File: config.mk
export PLATFORM = sky130hd
export DESIGN_NAME = arbitro_rr4
export DESIGN_NICKNAME = d
export VERILOG_FILES = /design/src/rtl/arbitro_rr4_pkg.sv /design/src/rtl/arbitro_rr4_select.sv /design/src/rtl/arbitro_rr4.sv
export SDC_FILE = /design/constraint.sdc
export NUM_CORES = 1
export LEC_CHECK = 0
export CAP_MARGIN = 20
export CORE_AREA = 2 2 59 103
export CTS_CLUSTER_SIZE = 8
export DETAILED_ROUTE_END_ITERATION = 7
export DIE_AREA = 0 0 61 105
export SLEW_MARGIN = 20
export SYNTH_ARGS = -nofsm -noshare
export SYNTH_HDL_FRONTEND = slang
export SYNTH_SLANG_ARGS = --single-unit
File: constraint.sdc
create_clock -name clk -period 3.5 [get_ports clk]
set_input_delay 0.525 -clock clk [delete_from_list [all_inputs] [get_ports clk]]
set_output_delay 0.525 -clock clk [all_outputs]
set_load 0.01 [all_outputs]
File: src/rtl/arbitro_rr4_pkg.sv
// Shared definitions for the four-class weighted round-robin scheduler.
//   NUM_VC      : number of input FIFOs (virtual channels)
//   DATA_W_DEF  : default FIFO word width
//   BURST_DEF   : default max consecutive grants to one requester
//   vc_idx_t    : index of one input FIFO
//   grant_t     : selector result (valid + index)
package arbitro_rr4_pkg;

  localparam int unsigned NUM_VC     = 4;
  localparam int unsigned VC_W       = 2;
  localparam int unsigned DATA_W_DEF = 12;
  localparam int unsigned BURST_DEF  = 2;

  typedef logic [VC_W-1:0] vc_idx_t;

  typedef struct packed {
    logic    valid;
    vc_idx_t idx;
  } grant_t;

endpackage

File: src/rtl/arbitro_rr4_select.sv
// Combinational round-robin selector for four requesters.
//   i_elig      : eligible mask (bit i = FIFO i may be popped this edge)
//   i_last      : index of the most recent grant
//   i_exhausted : last requester has used its whole burst
//   o_grant_c   : chosen index plus valid bit (combinational)
module rr_select4
  import arbitro_rr4_pkg::*;
(
  input  logic [NUM_VC-1:0] i_elig,
  input  vc_idx_t           i_last,
  input  logic              i_exhausted,
  output grant_t            o_grant_c
);

  vc_idx_t w_cand;

  // Keep the last winner while its burst lasts; otherwise scan from last+1.
  // The scan runs offsets 4 down to 1 so the nearest eligible index wins;
  // offset 4 wraps to the last winner itself, which restarts its burst.
  always_comb begin
    o_grant_c = '0;
    w_cand    = i_last;
    if (i_elig[i_last] && !i_exhausted) begin
      o_grant_c.valid = 1'b1;
      o_grant_c.idx   = i_last;
    end else begin
      for (int off = NUM_VC; off >= 1; off--) begin
        w_cand = vc_idx_t'(i_last + vc_idx_t'(off));
        if (i_elig[w_cand]) begin
          o_grant_c.valid = 1'b1;
          o_grant_c.idx   = w_cand;
        end
      end
    end
  end

endmodule

File: src/rtl/arbitro_rr4.sv
// Weighted round-robin scheduler from four input FIFOs to one output FIFO.
//   clk, reset      : clock, synchronous active-high reset
//   active          : enable; 0 stops new pops
//   emptyFIFO       : empty flag per input FIFO
//   almost_fullFIFO : output FIFO back-pressure
//   datain          : registered read data, FIFO i at [i*DATA_W +: DATA_W]
//   pop             : one-hot pop strobe (registered)
//   push, dataout   : write to output FIFO, one cycle after the pop
//   idle            : scheduler quiescent
module arbitro_rr4
  import arbitro_rr4_pkg::*;
#(
  parameter int unsigned DATA_W = DATA_W_DEF,
  parameter int unsigned BURST  = BURST_DEF
) (
  input  logic                     clk,
  input  logic                     reset,
  input  logic                     active,
  input  logic [NUM_VC-1:0]        emptyFIFO,
  input  logic                     almost_fullFIFO,
  input  logic [NUM_VC*DATA_W-1:0] datain,
  output logic [NUM_VC-1:0]        pop,
  output logic                     push,
  output logic [DATA_W-1:0]        dataout,
  output logic                     idle
);

  localparam int unsigned CNT_W = $clog2(BURST + 1);

  logic [NUM_VC-1:0] r_pop;
  logic [NUM_VC-1:0] w_pop_nxt;
  logic [NUM_VC-1:0] w_elig;
  logic              r_push;
  logic              w_push_nxt;
  logic              r_idle;
  logic              w_idle_nxt;
  logic [DATA_W-1:0] r_dout;
  logic [DATA_W-1:0] w_dout_nxt;
  logic [DATA_W-1:0] w_rd_word;
  vc_idx_t           r_last;
  vc_idx_t           w_last_nxt;
  logic [CNT_W-1:0]  r_cnt;
  logic [CNT_W-1:0]  w_cnt_nxt;
  logic              w_exhausted;
  logic              w_stay;
  grant_t            w_grant;

  // Nobody is eligible while disabled or while the output FIFO is near full.
  assign w_elig      = (active && !almost_fullFIFO) ? ~emptyFIFO : '0;
  assign w_exhausted = (r_cnt >= CNT_W'(BURST));
  assign w_stay      = w_elig[r_last] && !w_exhausted;

  // r_last doubles as the registered index of the word popped last cycle.
  assign w_rd_word = datain[32'(r_last) * DATA_W +: DATA_W];

  rr_select4 u_select (
    .i_elig      (w_elig),
    .i_last      (r_last),
    .i_exhausted (w_exhausted),
    .o_grant_c   (w_grant)
  );

  // Next grant, burst bookkeeping, one-cycle data pipe and idle status.
  always_comb begin
    w_pop_nxt  = '0;
    w_last_nxt = r_last;
    w_cnt_nxt  = r_cnt;
    w_push_nxt = |r_pop;
    w_dout_nxt = r_dout;
    if (|r_pop) begin
      w_dout_nxt = w_rd_word;
    end
    if (w_grant.valid) begin
      w_pop_nxt[w_grant.idx] = 1'b1;
      w_last_nxt             = w_grant.idx;
      w_cnt_nxt              = w_stay ? (r_cnt + CNT_W'(1)) : CNT_W'(1);
    end
    // Idle looks at the values pop/push take at this same edge.
    w_idle_nxt = active && (&emptyFIFO) && (w_pop_nxt == '0) && !w_push_nxt;
  end

  // State and output registers; reset drops any in-flight word.
  always_ff @(posedge clk) begin
    if (reset) begin
      r_pop  <= '0;
      r_push <= 1'b0;
      r_dout <= '0;
      r_idle <= 1'b0;
      r_last <= '0;
      r_cnt  <= '0;
    end else begin
      r_pop  <= w_pop_nxt;
      r_push <= w_push_nxt;
      r_dout <= w_dout_nxt;
      r_idle <= w_idle_nxt;
      r_last <= w_last_nxt;
      r_cnt  <= w_cnt_nxt;
    end
  end

  assign pop     = r_pop;
  assign push    = r_push;
  assign dataout = r_dout;
  assign idle    = r_idle;

endmodule

# ---- Word level (Yosys, flattened, before mapping)
# Index checks and enable logic that the tools add are counted.
dict set report word_totals {
  elab_cells 50
  ff_bits 22
  out_inout_bits 18
  inputBits 56
}
dict set report op_classes {
  shifts 1
  addsub 4
  n_mux 18
  order_cmp 7
  mul 1
  reduce_logical 12
  n_bitwise 1
}
# cell count
set ops {}
lappend ops {{$shiftx 48x7->12} 1}
lappend ops {{$lt 2x3->1 const B} 5}
lappend ops {{$mux 3} 5}
lappend ops {{$bmux 1 s2} 4}
lappend ops {{$mux 4} 2}
lappend ops {{$logic_and 1x1->1} 6}
lappend ops {{$mux 1} 5}
lappend ops {{$add 2x1->2 const B} 2}
lappend ops {{$add 2x2->2 const B} 2}
lappend ops {{$logic_not 4->1} 1}
lappend ops {{$mul 2x2->4 const B} 1}
lappend ops {{$not 4->4} 1}
lappend ops {{$reduce_and 4->1} 1}
lappend ops {{$reduce_or 4->1} 1}
lappend ops {{$logic_not 1->1} 3}
lappend ops {{$demux 1 s2} 1}
lappend ops {{$ge 2x1->1 const B} 1}
lappend ops {{$ge 2x2->1 const B} 1}
lappend ops {{$mux 2} 1}

# ---- Depth between registers and ports, before layout
dict set report depth {
  depth_word 18
  depth_mapped 7
  depth_no_buf 7
}

# ---- Hierarchy
# From an unflattened synthesis, not the netlist that was laid out.
dict set report hier_totals {
  cells_unflattened 114
  hier_area_um2 1281.2
}
# module seq_area_each_um2 area_per_inst_um2 cells_per_inst instances
set modules_own_cells {}
lappend modules_own_cells {arbitro_rr4 440.4 1106.1 88 1}
lappend modules_own_cells {rr_select4 0.0 175.2 26 1}

# ---- Worst setup path before layout
# Ideal clock, no wire load.
dict set report synth_timing {
  path_type {in2reg}
  startpoint {in active}
  endpoint {reg r_pop[2] (netlist: pop[2])}
  setup_time_ps 92
  t_arrival_ps 1569
  stages 5
  n_path_buf 0
  setup_slack_ps 1839
  required_time_ps 3408
  path_cell_list {or2b_2 > o21a_1 > nor3b_2 > o311ai_1 > nor4_1}
}
dict set report synth_via {
  elab_chain_cells 14
  word_cells_on_any_way 22
  classes_between {order compare: 2; mux: 17; reduce/logical: 3}
}
# item line
set synth_rtl {}
lappend synth_rtl {{from (decl)} arbitro_rr4.sv:18} ;# input logic active,
lappend synth_rtl {{$logic_and 1x1->1 *} arbitro_rr4.sv:49} ;# assign w_elig = (active && !almost_fullFIFO) ? ~emptyFIFO : '0;
lappend synth_rtl {{$mux 4 *} arbitro_rr4.sv:49}
lappend synth_rtl {{$bmux 1 s2} {arbitro_rr4_select.sv:23, arbitro_rr4_select.sv:29}}
lappend synth_rtl {{$mux 1 (implied by the code)} {arbitro_rr4_select.sv:23, arbitro_rr4_select.sv:29}}
lappend synth_rtl {{$mux 3 (4 in series)} arbitro_rr4_select.sv:29} ;# if (i_elig[w_cand]) begin
lappend synth_rtl {{$mux 3 *} arbitro_rr4_select.sv:23} ;# if (i_elig[i_last] && !i_exhausted) begin
lappend synth_rtl {{$lt 2x3->1 (implied by the code) / $ge 2x1->1 (equally long branches)} arbitro_rr4.sv:74} ;# w_pop_nxt[w_grant.idx] = 1'b1;
lappend synth_rtl {{$logic_and 1x1->1 (implied by the code)} arbitro_rr4.sv:74}
lappend synth_rtl {{$mux 1 (implied by the code)} arbitro_rr4.sv:74}
lappend synth_rtl {{$demux 1 s2} arbitro_rr4.sv:74}
lappend synth_rtl {{$mux 4 *} arbitro_rr4.sv:73} ;# if (w_grant.valid) begin
lappend synth_rtl {{to (signal assigned)} arbitro_rr4.sv:92} ;# r_pop <= w_pop_nxt;
lappend synth_rtl {{to (decl)} arbitro_rr4.sv:30} ;# logic [NUM_VC-1:0] r_pop;
# Mark *: on every way between the ends. The rest lies on a longest branch, timed or not. The select of a mux whose other input is x is not followed.
# A chain may end at the register's enable or synchronous reset.

# ---- Final worst setup path
dict set report layout_timing {
  startpoint {reg r_last[0]}
  endpoint {reg r_pop[3] (netlist: pop[3])}
}
dict set report layout_via {
  elab_chain_cells 12
  word_cells_on_any_way 23
  classes_between {add/sub: 3; order compare: 2; mux: 16; reduce/logical: 2}
}
# item line
set layout_rtl {}
lappend layout_rtl {{from (decl)} arbitro_rr4.sv:40} ;# vc_idx_t r_last;
lappend layout_rtl {{from (signal assigned)} arbitro_rr4.sv:96} ;# r_last <= w_last_nxt;
lappend layout_rtl {{$add 2x2->2 / $bmux 1 s2 (equally long branches)} {arbitro_rr4_select.sv:28, arbitro_rr4_select.sv:23, arbitro_rr4_select.sv:29}}
lappend layout_rtl {{$bmux 1 s2 / $mux 1 (equally long branches)} {arbitro_rr4_select.sv:29, arbitro_rr4_select.sv:23}}
lappend layout_rtl {{$mux 1 (implied by the code) / $mux 3 (equally long branches)} arbitro_rr4_select.sv:29}
lappend layout_rtl {{$mux 3 (3 in series)} arbitro_rr4_select.sv:29}
lappend layout_rtl {{$mux 3 *} arbitro_rr4_select.sv:23}
lappend layout_rtl {{$lt 2x3->1 (implied by the code) / $ge 2x1->1 (equally long branches)} arbitro_rr4.sv:74}
lappend layout_rtl {{$logic_and 1x1->1 (implied by the code)} arbitro_rr4.sv:74}
lappend layout_rtl {{$mux 1 (implied by the code)} arbitro_rr4.sv:74}
lappend layout_rtl {{$demux 1 s2} arbitro_rr4.sv:74}
lappend layout_rtl {{$mux 4 *} arbitro_rr4.sv:73}
# Marked as above.

==> out/metrics.cfg <==
[synth]
syn_inst = 139
ys_types = 37
syn_nets = 196
ys_seq_area_frac = 0.324
synth_largest_area_cell = dfxtp_1
yosys_warnings = 0
synth_edf_count = 0
synth_top_cell_area_share = 0.324
synth_area_leaders = dfxtp_1, mux4_2, nand2_1
syn_area_mm2 = 0.00136
avgSynthCellArea_um2 = 9.77
synthFlopType = dfxtp_1
synth_seq_cells = 22
synthArstFlopShare = 0

[floorplanning]
std_cell_rows = 36
die_h_um = 105
core_mm2 = 0.00554
die_area_mm2 = 0.00641
ios = 74
fp.dieW_um = 61
initial_core_util = 0.245

[worst_setup_path]
cp_slowest_cell = dfxtp_1
critPathKind = reg2reg
cp_data_required_time_ns = 3.67
cp_cell_sequence = mux2i_2 -> nand2_1 -> nor3b_2 -> o311a_1 -> nor4_2
cp-end-kind = register
crit_buf_inv = 0
path_max_fanout = 14
slowest_delay_ns = 0.89
crit_path_start_kind = register
crit_arrival_ns = 2.41
cp_top_family = flip-flops

[drt]
drt_iter0_drc = 23
wl_um = 4040
first_pass_iters = 6
drc_errors = 0
viasPerCell = 4.79
wl_per_cell_um = 14.2
ant_nets = 0
vias = 1364

[place]
io_buffers = 73
gp_congestion = 0.799
place_hpwl_um = 3290
place_ws_ns = 1.17

[finish]
syn_to_final_growth_pct = 62.0
diodes = 0
nNetsFinal = 267
multi_input_area_um2 = 832
seq_area_um2 = 440
fillCellCount = 576
post_route_cells_drive_above_1_share = 0.139

[grt]
antenna_found_initial = 0
grt_pass1_wl_um = 6560
grt-ovfl-total = 0
grt_max_degree = 22
track_usage = 0.135
grt_pass1_vias = 1397

[min_path]
min_path_type = reg2reg

[power_and_ir_drop]
leakage_nw = 0.748
ir_worst_vdd_v = 0.000124
power_density_mw_per_mm2 = 317

[clock_tree]
cts_hold_buf = 0
cts_tree = yes
clock_sinks = 22
ctsLongestPathBuffers = 2
cts_made_buffers = 3
clk_transition_reported_paths_ns = 0.07
root_buffer = clkbuf_8
htree_levels = 1
clk_latency_ns = 0.26
post_cts_buffers = 0
cts_resized = 0

[sta]
worst_pin_slew_ns = 0.870
fin_tns_setup_ns = 0
setup_viol = 0
max-slew-margin-rel = 0.420
rsz0062_at_grt = no
final.min_clock_period_ns = 2.24
hold_viol = 0
fin_crit_sh = 0.641
fmax_mhz = 446
finClkSkew_ns = 0.00917
slew_viol_final = 0
fin_ws_ns = 1.26

[run]
max-cap-violations = 0

[run_status]
status = completed

[cells in the final DEF (no fill, tap or decap), drive strengths merged, types with 2 or more instances in the layout]
cell,synthesis,final
a21oi,16,16
a31oi,4,4
and3,3,3
buf,3,3
clkbuf,7,3
clkdlybuf4s50,0,73
dfxtp,22,22
inv,2,2
mux2,2,2
mux2i,5,5
mux4,12,12
nand2,31,31
nand4,3,3
nor2,6,6
nor3b,2,2
nor4,4,4
o21a,2,2
o21ai,2,2
[synth_stat cells (all sizes together), types with 3 or more instances]
cell,instances
nand4,3
and3,3
a31oi,4
mux4,12
nand2,31
a21oi,16
clkbuf,7
buf,3
nor2,6
nor4,4
dfxtp,22
mux2i,5
[layer usage]
metal  vias up  GRT usage  wire (um)
met4         0     0.0575         70
met3         4     0.0136        223
met2        43      0.257       2350
met5         -          0          0
met1       656      0.137       1400
li1        661          -          -
[through the flow]
stage,std cells,utilization,total power [mW],area [um2],hold WS (ns)
6_report,285,0.397,0.697,2200,0.451
5_1_grt,285,0.397,0.732,2200,0.482
4_1_cts,285,0.397,0.705,2200,0.454
3_5_place_dp,281,0.384,0.471,2130,0.444
3_3_place_gp,281,0.384,0.468,2130,0.437
2_1_floorplan,139,-,0.375,1360,0.435
[registers in the layout, summed over array words and instances, names as in the netlist]
name	cells
dataout	12
idle	1
pop	4
push	1
r_cnt	2
r_last	2
[cell type report]
class,count,share of cell area
multi-input cells,105,0.378
clock buffers,3,0.0188
inverters,2,0.00341
clock inverters,1,0.0137
repair buffers,76,0.342
well taps,76,0.0432
flip-flops and latches,22,0.200
[cells by family after synthesis]
logic type / synth area share
flip-flops: 0.324
adder cells (fa/ha/maj): 0.00922
AO/OA/AOI/OAI: 0.140
multiplexers: 0.264
AND/OR/NAND/NOR: 0.195
buffers and inverters: 0.0673
[where the power goes]
part           internal [mW]  switching (mW)
logic                  0.119          0.0667
clock network          0.153          0.0819
registers              0.261          0.0146
total                  0.534           0.163
[worst register-to-register path, stage by stage, from the launching register on]
cell	delay [ns]
dfxtp_1	0.89
mux2i_2	0.37
nand2_1	0.11
nor3b_2	0.17
o311a_1	0.38
nor4_2	0.23
[worst paths after layout]
kind | start | end | slack, ns | cells past startpoint
worst min register to register | dataout[3] | dataout[3] | 0.45 | 2
worst min-delay path | dataout[3] | dataout[3] | 0.45 | 2
worst max register to register | r_last[0] | pop[3] | 1.26 | 5
worst max-delay path | r_last[0] | pop[3] | 1.26 | 5
Note: power is estimated with default switching activity, not from simulation.
